**src/rtl/fifo_frame_reader.sv**
```systemverilog
// fifo_frame_reader: pops one ADC frame per read request and serialises it MSB-first on SCK.
// Define CRC8_EN to append a serial CRC-8 trailer to every frame.
module fifo_frame_reader #(
  parameter int unsigned FRAME_BITS = 128
`ifdef CRC8_EN
  ,
  parameter logic [7:0]  CRC_POLY   = 8'h07
`endif
) (
  input  logic                  SCK,
  input  logic                  RST_sync,
  input  logic                  ENSAMP_sync,
  input  logic                  DATA_RDY,
  input  logic                  RD_REQ,
  input  logic                  RD_CONT,
  input  logic                  RD_ABORT,
  input  logic [FRAME_BITS-1:0] ADC_data,
  output logic                  FIFO_POP,
  output logic                  MISO_data,
  output logic                  BUSY,
  output logic                  FRAME_DONE,
  output logic                  DRDY_AT_LOAD
);

  localparam int unsigned      CNT_W    = $clog2(FRAME_BITS);
  localparam logic [CNT_W-1:0] LAST_BIT = CNT_W'(FRAME_BITS - 1);

  typedef enum logic [1:0] {
    ST_IDLE  = 2'd0,
    ST_SHIFT = 2'd1
`ifdef CRC8_EN
    ,
    ST_CRC   = 2'd2
`endif
  } state_t;

  state_t                state_q, state_d;
  logic [FRAME_BITS-1:0] shreg_q, shreg_d;
  logic [CNT_W-1:0]      bitcnt_q, bitcnt_d;
  logic                  pop_q, pop_d;
  logic                  drdy_load_q, drdy_load_d;
`ifdef CRC8_EN
  logic [7:0]            crc_q, crc_d;
`endif

  logic ens_meta_q, ens_s_q, drdy_meta_q, drdy_s_q;
  logic abort_c, load_c, eof_c, miso_c, busy_c, done_c;

  // Two-flop synchronisers for the foreign-domain level inputs
  always_ff @(posedge SCK) begin
    if (RST_sync) begin
      ens_meta_q  <= 1'b0;
      ens_s_q     <= 1'b0;
      drdy_meta_q <= 1'b0;
      drdy_s_q    <= 1'b0;
    end else begin
      ens_meta_q  <= ENSAMP_sync;
      ens_s_q     <= ens_meta_q;
      drdy_meta_q <= DATA_RDY;
      drdy_s_q    <= drdy_meta_q;
    end
  end

  always_ff @(posedge SCK) begin
    if (RST_sync) begin
      state_q     <= ST_IDLE;
      shreg_q     <= '0;
      bitcnt_q    <= '0;
      pop_q       <= 1'b0;
      drdy_load_q <= 1'b0;
`ifdef CRC8_EN
      crc_q       <= 8'h00;
`endif
    end else begin
      state_q     <= state_d;
      shreg_q     <= shreg_d;
      bitcnt_q    <= bitcnt_d;
      pop_q       <= pop_d;
      drdy_load_q <= drdy_load_d;
`ifdef CRC8_EN
      crc_q       <= crc_d;
`endif
    end
  end

  always_comb begin
    state_d     = state_q;
    shreg_d     = shreg_q;
    bitcnt_d    = bitcnt_q;
    pop_d       = 1'b0;
    drdy_load_d = drdy_load_q;
`ifdef CRC8_EN
    crc_d       = crc_q;
`endif
    abort_c     = RD_ABORT || !ens_s_q;
    load_c      = 1'b0;
    eof_c       = 1'b0;
    miso_c      = 1'b0;
    busy_c      = 1'b0;
    done_c      = 1'b0;

    case (state_q)
      ST_IDLE: load_c = RD_REQ;
      ST_SHIFT: begin
        miso_c   = shreg_q[FRAME_BITS-1];
        busy_c   = 1'b1;
        shreg_d  = {shreg_q[FRAME_BITS-2:0], 1'b0};
        bitcnt_d = bitcnt_q + CNT_W'(1);
`ifdef CRC8_EN
        crc_d = {crc_q[6:0], 1'b0} ^ ((crc_q[7] ^ shreg_q[FRAME_BITS-1]) ? CRC_POLY : 8'h00);
        if (bitcnt_q == LAST_BIT) begin
          state_d  = ST_CRC;
          bitcnt_d = '0;
        end
`else
        eof_c = (bitcnt_q == LAST_BIT);
`endif
      end
`ifdef CRC8_EN
      ST_CRC: begin
        miso_c   = crc_q[7];
        busy_c   = 1'b1;
        crc_d    = {crc_q[6:0], 1'b0};
        bitcnt_d = bitcnt_q + CNT_W'(1);
        eof_c    = (bitcnt_q == CNT_W'(7));
      end
`endif
      default: state_d = ST_IDLE;
    endcase

    // Back-to-back frames reload on the last bit's edge with no gap
    if (eof_c) begin
      done_c = 1'b1;
      if (RD_CONT) load_c = 1'b1;
      else         state_d = ST_IDLE;
    end

    if (load_c && !abort_c) begin
      state_d     = ST_SHIFT;
      shreg_d     = ADC_data;
      bitcnt_d    = '0;
      pop_d       = 1'b1;
      drdy_load_d = drdy_s_q;
`ifdef CRC8_EN
      crc_d       = 8'h00;
`endif
    end

    // Abort wins over any load; the popped frame is simply dropped
    if (abort_c) state_d = ST_IDLE;
  end

  assign FIFO_POP     = pop_q;
  assign DRDY_AT_LOAD = drdy_load_q;
  assign MISO_data    = miso_c;
  assign BUSY         = busy_c;
  assign FRAME_DONE   = done_c;

endmodule

```
**config.mk**
```make
export PLATFORM = sky130hd
export DESIGN_NAME = fifo_frame_reader
export DESIGN_NICKNAME = d
export VERILOG_FILES = /design/src/rtl/fifo_frame_reader.sv
export SDC_FILE = /design/constraint.sdc
export NUM_CORES = 1
export LEC_CHECK = 0
export CAP_MARGIN = 15
export CORE_ASPECT_RATIO = 0.75
export CORE_UTILIZATION = 51
export CTS_CLUSTER_SIZE = 28
export DETAILED_ROUTE_END_ITERATION = 16
export PLACE_DENSITY = 0.81
export SYNTH_ARGS = -nofsm -noshare
export SYNTH_HDL_FRONTEND = slang
export SYNTH_SLANG_ARGS = --single-unit
```
**constraint.sdc**
```tcl
create_clock -name SCK -period 2.3 [get_ports SCK]
set_input_delay 0.46 -clock SCK [delete_from_list [all_inputs] [get_ports SCK]]
set_output_delay 0.46 -clock SCK [all_outputs]
set_load 0.02 [all_outputs]
```
==> impl_metrics.json, run 1 <==
{
  "vias": 6170,
  "grt.total_usage_pct": 26.4,
  "synth_top_family_by_area": "compound AO/OA/AOI/OAI gates",
  "hold_ws_ns": 0.438,
  "seqPwrFrac_pct": 44.6,
  "cts.path.max_buffers": 2,
  "clkLatencyLatePin_ns": 0.41,
  "numPortBuffers": 139,
  "period_share_pct": 92.9,
  "avgRoutedWirePerCell_um": 15.9,
  "mappedNetlistArea_mm2": 0.00634,
  "path_clk_slew_ns": 0.06,
  "ant_nets": 0,
  "clock_sinks": 143,
  "synthXorXnorAreaFrac_pct": 0.690,
  "synth_compound_area_share_pct": 28.9,
  "post-cts-setup-buffers": 0,
  "post-place-ws_ns": 0.0276,
  "drc": 0,
  "dpl.hpwl_um": 9790,
  "grt_pass1_wl_um": 27400,
  "ys_seq_area_share_pct": 45.1,
  "crit_path_end_kind": "output port",
  "vias_per_cell": 5.88,
  "dieWidth_um": 131,
  "arrival_ns": 1.68,
  "rr_worst_depth": 6,
  "worstPathRequired_ns": 1.84,
  "pwr-share-comb_pct": 6.3,
  "startpoint_type": "flip-flop",
  "antenna_found_initial": 0,
  "setup_ws_ns": 0.164,
  "drv_slew": 0,
  "swShare_pct": 21.3,
  "die_y_um": 98.6,
  "muxShareOfSynthArea_pct": 0.158,
  "drtIter0Drc": 577,
  "final.setup.tns_ns": 0,
  "setup_viol": 0,
  "gr-total-overflow": 0,
  "routed_wl_um": 16700,
  "yosys_register_bits": 143,
  "die_area_mm2": 0.0129,
  "rsz0062_at_grt": "false",
  "p_clk_share_pct": 49.0,
  "period_minus_slack_ns": 2.14,
  "max_slew_margin_pct": 45.0,
  "avgSynthCellArea_um2": 8.03,
  "drt-pass1-iter-count": 6,
  "synth-adder-area-share_pct": 0.197,
  "power.internal_mw": 4.46,
  "grt_max_degree": 133,
  "cts_buffers": 17,
  "synth_nets": 926,
  "tightest_slew_ns": 0.825,
  "cts_tree": "done",
  "switchingPower_mw": 1.21,
  "hp-class": "flip-flop to flip-flop",
  "finish.net_count": 1011,
  "ir_worst_vdd_mv": 0.573,
  "core_area_mm2": 0.0119,
  "area_growth_pct": 32.0,
  "hold_depth": 1,
  "cts_hold_buffers": 0,
  "yosys.area_share.simple_pct": 17.9,
  "power_mw": 5.66,
  "critPathMaxFanout": 6,
  "place.gp.congestion": 0.818,
  "rows": 34,
  "status": "finished, final reports clean",
  "crit_type": "flip-flop to output port",
  "final-hold-violation-count": 0,
  "yosysWarnings": 0,
  "io_pins": 140,
  "drive_gt1_share_pct": 6.98,
  "leakage_nw": 2.63,
  "final_util_pct": 70.5,
  "clock-root-buffer": "clkbuf_16",
  "num_antenna_cells": 0,
  "h-tree-depth": 4,
  "max_cap_viol_count": 0,
  "syn-instance-count": 790,
  "power.density_mw_per_mm2": 677,
  "start_util_pct": 53.4,
  "grt_pass1_vias": 5833,
  "clock.fmax_ghz": 0.468,
  "finalClockSkew_ns": 0.0119,
  "synth.distinct_cells": 33
}
==> cells in the mapped netlist, drive strengths merged <==
cell / count / share of area [%]
nand2: 259 / 15
nand4: 3 / 0.30
a311oi: 127 / 18
xor2: 3 / 0.41
or3: 1 / 0.099
a211oi: 1 / 0.12
mux2i: 1 / 0.16
o21ai: 3 / 0.24
conb: 1 / 0.059
ha: 1 / 0.20
xnor2: 2 / 0.28
a2111oi: 1 / 0.14
dfxtp: 143 / 45
nand3: 2 / 0.16
clkbuf: 58 / 3.4
nand2b: 1 / 0.099
buf: 30 / 3.4
nor2b: 4 / 0.39
nor4: 1 / 0.099
nand3b: 1 / 0.12
and2: 2 / 0.20
a21oi: 129 / 11
or4: 1 / 0.12
inv: 2 / 0.12
nor3: 8 / 0.63
o31ai: 1 / 0.12
nor4b: 1 / 0.14
nor2: 2 / 0.12
and3: 1 / 0.099
==> logic make-up after synthesis <==
group / count (synthesis)
xor gates and xnor gates: 5
DFF: 143
other: 1
and+or+nand+nor: 287
adders and majority gates: 1
AOI/OAI and AO/OA: 262
buffers and inverters: 90
muxes: 1
==> registers in the layout (all words and copies together), names as in the netlist <==
signal	count
bitcnt_q	7
drdy_s_q	1
state_q	2
ens_s_q	1
shreg_q	128
DRDY_AT_LOAD	1
drdy_meta_q	1
FIFO_POP	1
ens_meta_q	1
==> routing by layer <==
layer / track usage (%) / vias up / wire, um
met5: 0 / - / 0
met4: 9.73 / 0 / 269
met3: 6.41 / 26 / 863
met2: 41.1 / 202 / 7830
met1: 35.4 / 2915 / 7720
li1: - / 3027 / -
==> power groups by stage <==
stage          clock network [mW]  registers (mW)  logic [mW]
2_1_floorplan                   0            2.58      0.0863
3_3_place_gp                    0            2.58       0.352
3_5_place_dp                    0            2.58       0.354
4_1_cts                      2.82            2.53       0.357
5_1_grt                      2.95            2.53       0.379
6_report                     2.78            2.53       0.359
==> timing repair <==
action / 4_1_cts / 5_1_grt
gates resized for setup: 1 / 3
hold endpoints to repair: 0 / 0
endpoints found under the setup margin: 1 / 1
==> worst paths after layout <==
kind	from	slack [ns]	to
setup reg to reg	bitcnt_q[0]	0.23	shreg_q[30]
hold / removal	ens_meta_q	0.44	ens_s_q
setup / recovery	state_q[1]	0.16	MISO_data
hold reg to reg	ens_meta_q	0.44	ens_s_q
==> cell type report <==
| cell class | instances | area, um^2 |
|---|---|---|
| Timing Repair Buffer | 154 | 1630 |
| Fill cell | 875 | 3500 |
| Sequential cell | 143 | 2860 |
| Clock buffer | 19 | 433 |
| Multi-Input combinational cell | 557 | 3070 |
| Inverter | 2 | 10.0 |
| Tap cell | 162 | 203 |
| Clock inverter | 13 | 165 |
==> layout by cell type, fill, tap and decap left out, types with 3 or more instances in the layout <==
cell,count
a21oi_1,119
a21oi_2,10
a311oi_1,127
buf_12,11
buf_4,5
bufinv_16,3
clkbuf_16,17
clkdlybuf4s50_1,137
clkinvlp_4,7
dfxtp_1,143
nand2_1,258
nand4_1,3
nor2b_1,4
nor3_1,8
o21ai_0,3
xor2_1,3
==> metrics by stage <==
stage          cells  cell area (um^2)
5_1_grt         1050              8370
2_1_floorplan    790              6340
3_3_place_gp    1018              7780
3_5_place_dp    1018              7780
4_1_cts         1050              8380
6_report        1050              8370
==> worst max-delay path, stage by stage, from the launching register on <==
cell,delay (ns)
dfxtp_1,0.31
nand2b_4,0.17
inv_4,0.08
and2_1,0.11
clkdlybuf4s50_1,0.59
Note: power is estimated with default switching activity, not from simulation.
==> run 2: changes to the inputs <==
clock period = 2.1 ns   (was 2.3 ns; I/O delays follow)
==> impl_metrics.json, run 2 (same netlist as run 1, synthesis figures left out) <==
{
  "start_util_pct": 53.4,
  "final-hold-violation-count": 0,
  "path_clk_slew_ns": 0.06,
  "vias_per_cell": 5.85,
  "cts_hold_buffers": 0,
  "clock-root-buffer": "clkbuf_16",
  "place.gp.congestion": 0.768,
  "grt_max_degree": 133,
  "clock.fmax_ghz": 0.494,
  "drive_gt1_share_pct": 7.86,
  "grt_pass1_wl_um": 26800,
  "period_minus_slack_ns": 2.02,
  "timing.rr.start": "bitcnt_q[0]",
  "vias": 6165,
  "worst_hold_path.endpoint": "ens_s_q",
  "dpl_cell_area_mm2": 0.00780,
  "crit_path_end_kind": "output port",
  "rsz0062_at_grt": "false",
  "crit_family": "buffers and inverters",
  "largest_register_ffs": 128,
  "dieWidth_um": 131,
  "place_inst": 1019,
  "rr_worst_depth": 6,
  "final_common_cell": "nand2_1",
  "fin_area_mm2": 0.00843,
  "final.fill_count": 889,
  "status": "finished, final reports clean",
  "holdCritStartpoint": "RST_sync",
  "hp-class": "primary input to flip-flop",
  "cts_tree": "done",
  "layout_common_cells": "258 x nand2_1, 142 x dfxtp_1, 136 x clkdlybuf4s50_1, 127 x a311oi_1, 119 x a21oi_1",
  "setup_viol": 0,
  "worstSetupStartpoint": "state_q[0]",
  "ir_worst_vdd_mv": 0.619,
  "cp_slowest_cell": "clkdlybuf4s50_1",
  "dpl.hpwl_um": 9840,
  "antenna_found_initial": 0,
  "r2r_slack_ns": 0.15,
  "grt_pass1_vias": 5624,
  "die_area_mm2": 0.0129,
  "reg.largest.list": "shreg_q (128), bitcnt_q (7), state_q (2)",
  "avgRoutedWirePerCell_um": 15.7,
  "drt-pass1-iter-count": 7,
  "finalClockSkew_ns": 0.00551,
  "startpoint_type": "flip-flop",
  "power.density_mw_per_mm2": 741,
  "critPathMaxFanout": 6,
  "power_mw": 6.25,
  "cts_buffers": 17,
  "clock_sinks": 143,
  "regMostFlops": "shreg_q",
  "core_area_mm2": 0.0119,
  "finish.net_count": 1014,
  "reg2reg_to": "shreg_q[50]",
  "max_cap_viol_count": 0,
  "tightest_slew_ns": 0.578,
  "numPortBuffers": 139,
  "path_cells": "nand2b_4, inv_4, clkdlybuf4s50_1",
  "hold_depth": 2,
  "gr-total-overflow": 0,
  "die_y_um": 98.6,
  "leakage_nw": 2.68,
  "io_pins": 140,
  "final_util_pct": 71.1,
  "cp_slowest_stage_delay_ns": 0.61,
  "area_growth_pct": 32.9,
  "drtIter0Drc": 491,
  "rows": 34,
  "critical_path_buf_inv_count": 2,
  "grt.total_usage_pct": 25.9,
  "finalNonFillerCells": 1053,
  "clkLatencyLatePin_ns": 0.41,
  "drc": 0,
  "crit_type": "flip-flop to output port",
  "max_slew_margin_pct": 61.5,
  "worstPathRequired_ns": 1.68,
  "drv_slew": 0,
  "ant_nets": 0,
  "cts.path.max_buffers": 2,
  "routed_wl_um": 16500,
  "num_antenna_cells": 0,
  "arrival_ns": 1.60,
  "period_share_pct": 96.3,
  "h-tree-depth": 4
}
==> run 2: layout make-up <==
type | instances | area, um^2 | share of cell area, %
Clock buffer | 19 | 453 | 5.37
Multi-Input combinational cell | 557 | 3070 | 36.4
Sequential cell | 143 | 2860 | 34.0
Clock inverter | 13 | 163 | 1.93
Inverter | 2 | 10.0 | 0.119
Tap cell | 162 | 203 | 2.40
Timing Repair Buffer | 157 | 1670 | 19.8
==> run 2: metrics by stage <==
stage               setup slack [ns]  setup TNS [ns]  hold WS (ns)
global route                 0.00386               0         0.237
CTS                           0.0522               0         0.236
detailed placement           -0.0963           -5.38         0.424
finish                        0.0769               0         0.245
floorplan                      0.232               0         0.414
global placement             -0.0460           -1.54         0.424
==> run 2: how the worst max path moves through the flow <==
stage,to,slack [ns],depth (start not counted)
global route,FRAME_DONE,0.004,5
floorplan,shreg_q[20],0.23,8
detailed placement,shreg_q[50],-0.1,6
CTS,shreg_q[70],0.05,6
finish,BUSY,0.08,3
global placement,shreg_q[34],-0.05,6
==> run 2: metal layers <==
layer | up-vias | GRT usage [%] | part of all wire (%)
met3 | 19 | 5.70 | 5.3
met4 | 0 | 8.93 | 1.3
li1 | 3030 | - | -
met5 | - | 0 | 0
met2 | 209 | 39.6 | 47
met1 | 2907 | 36.0 | 47
==> run 2: repair_timing <==
| item | CTS | global route |
|---|---|---|
| pin swaps | 1 | 0 |
| setup buffers | 0 | 2 |
| gates resized for setup | 7 | 2 |
| endpoints found under the setup margin | 2 | 110 |
| gates cloned | 0 | 0 |
==> run 2: power by group <==
| part | leakage, nW | switching (mW) | internal [mW] |
|---|---|---|---|
| registers | 1.16 | 0.0180 | 2.75 |
| clock network | 0.295 | 1.16 | 1.93 |
| logic | 1.23 | 0.131 | 0.259 |
==> run 2: worst register-to-register path: stages (launching register included) <==
cell      delay (ns)
dfxtp_2         0.35
ha_2            0.21
nand4_1         0.14
or4_4           0.59
buf_12          0.22
a21oi_1         0.24
a311oi_1        0.08
==> run 3: changes to the inputs <==
TNS_END_PERCENT = 1   (was unset)
==> results of run 3 <==
Final layout, timing and power as in run 2 (identical DEF).
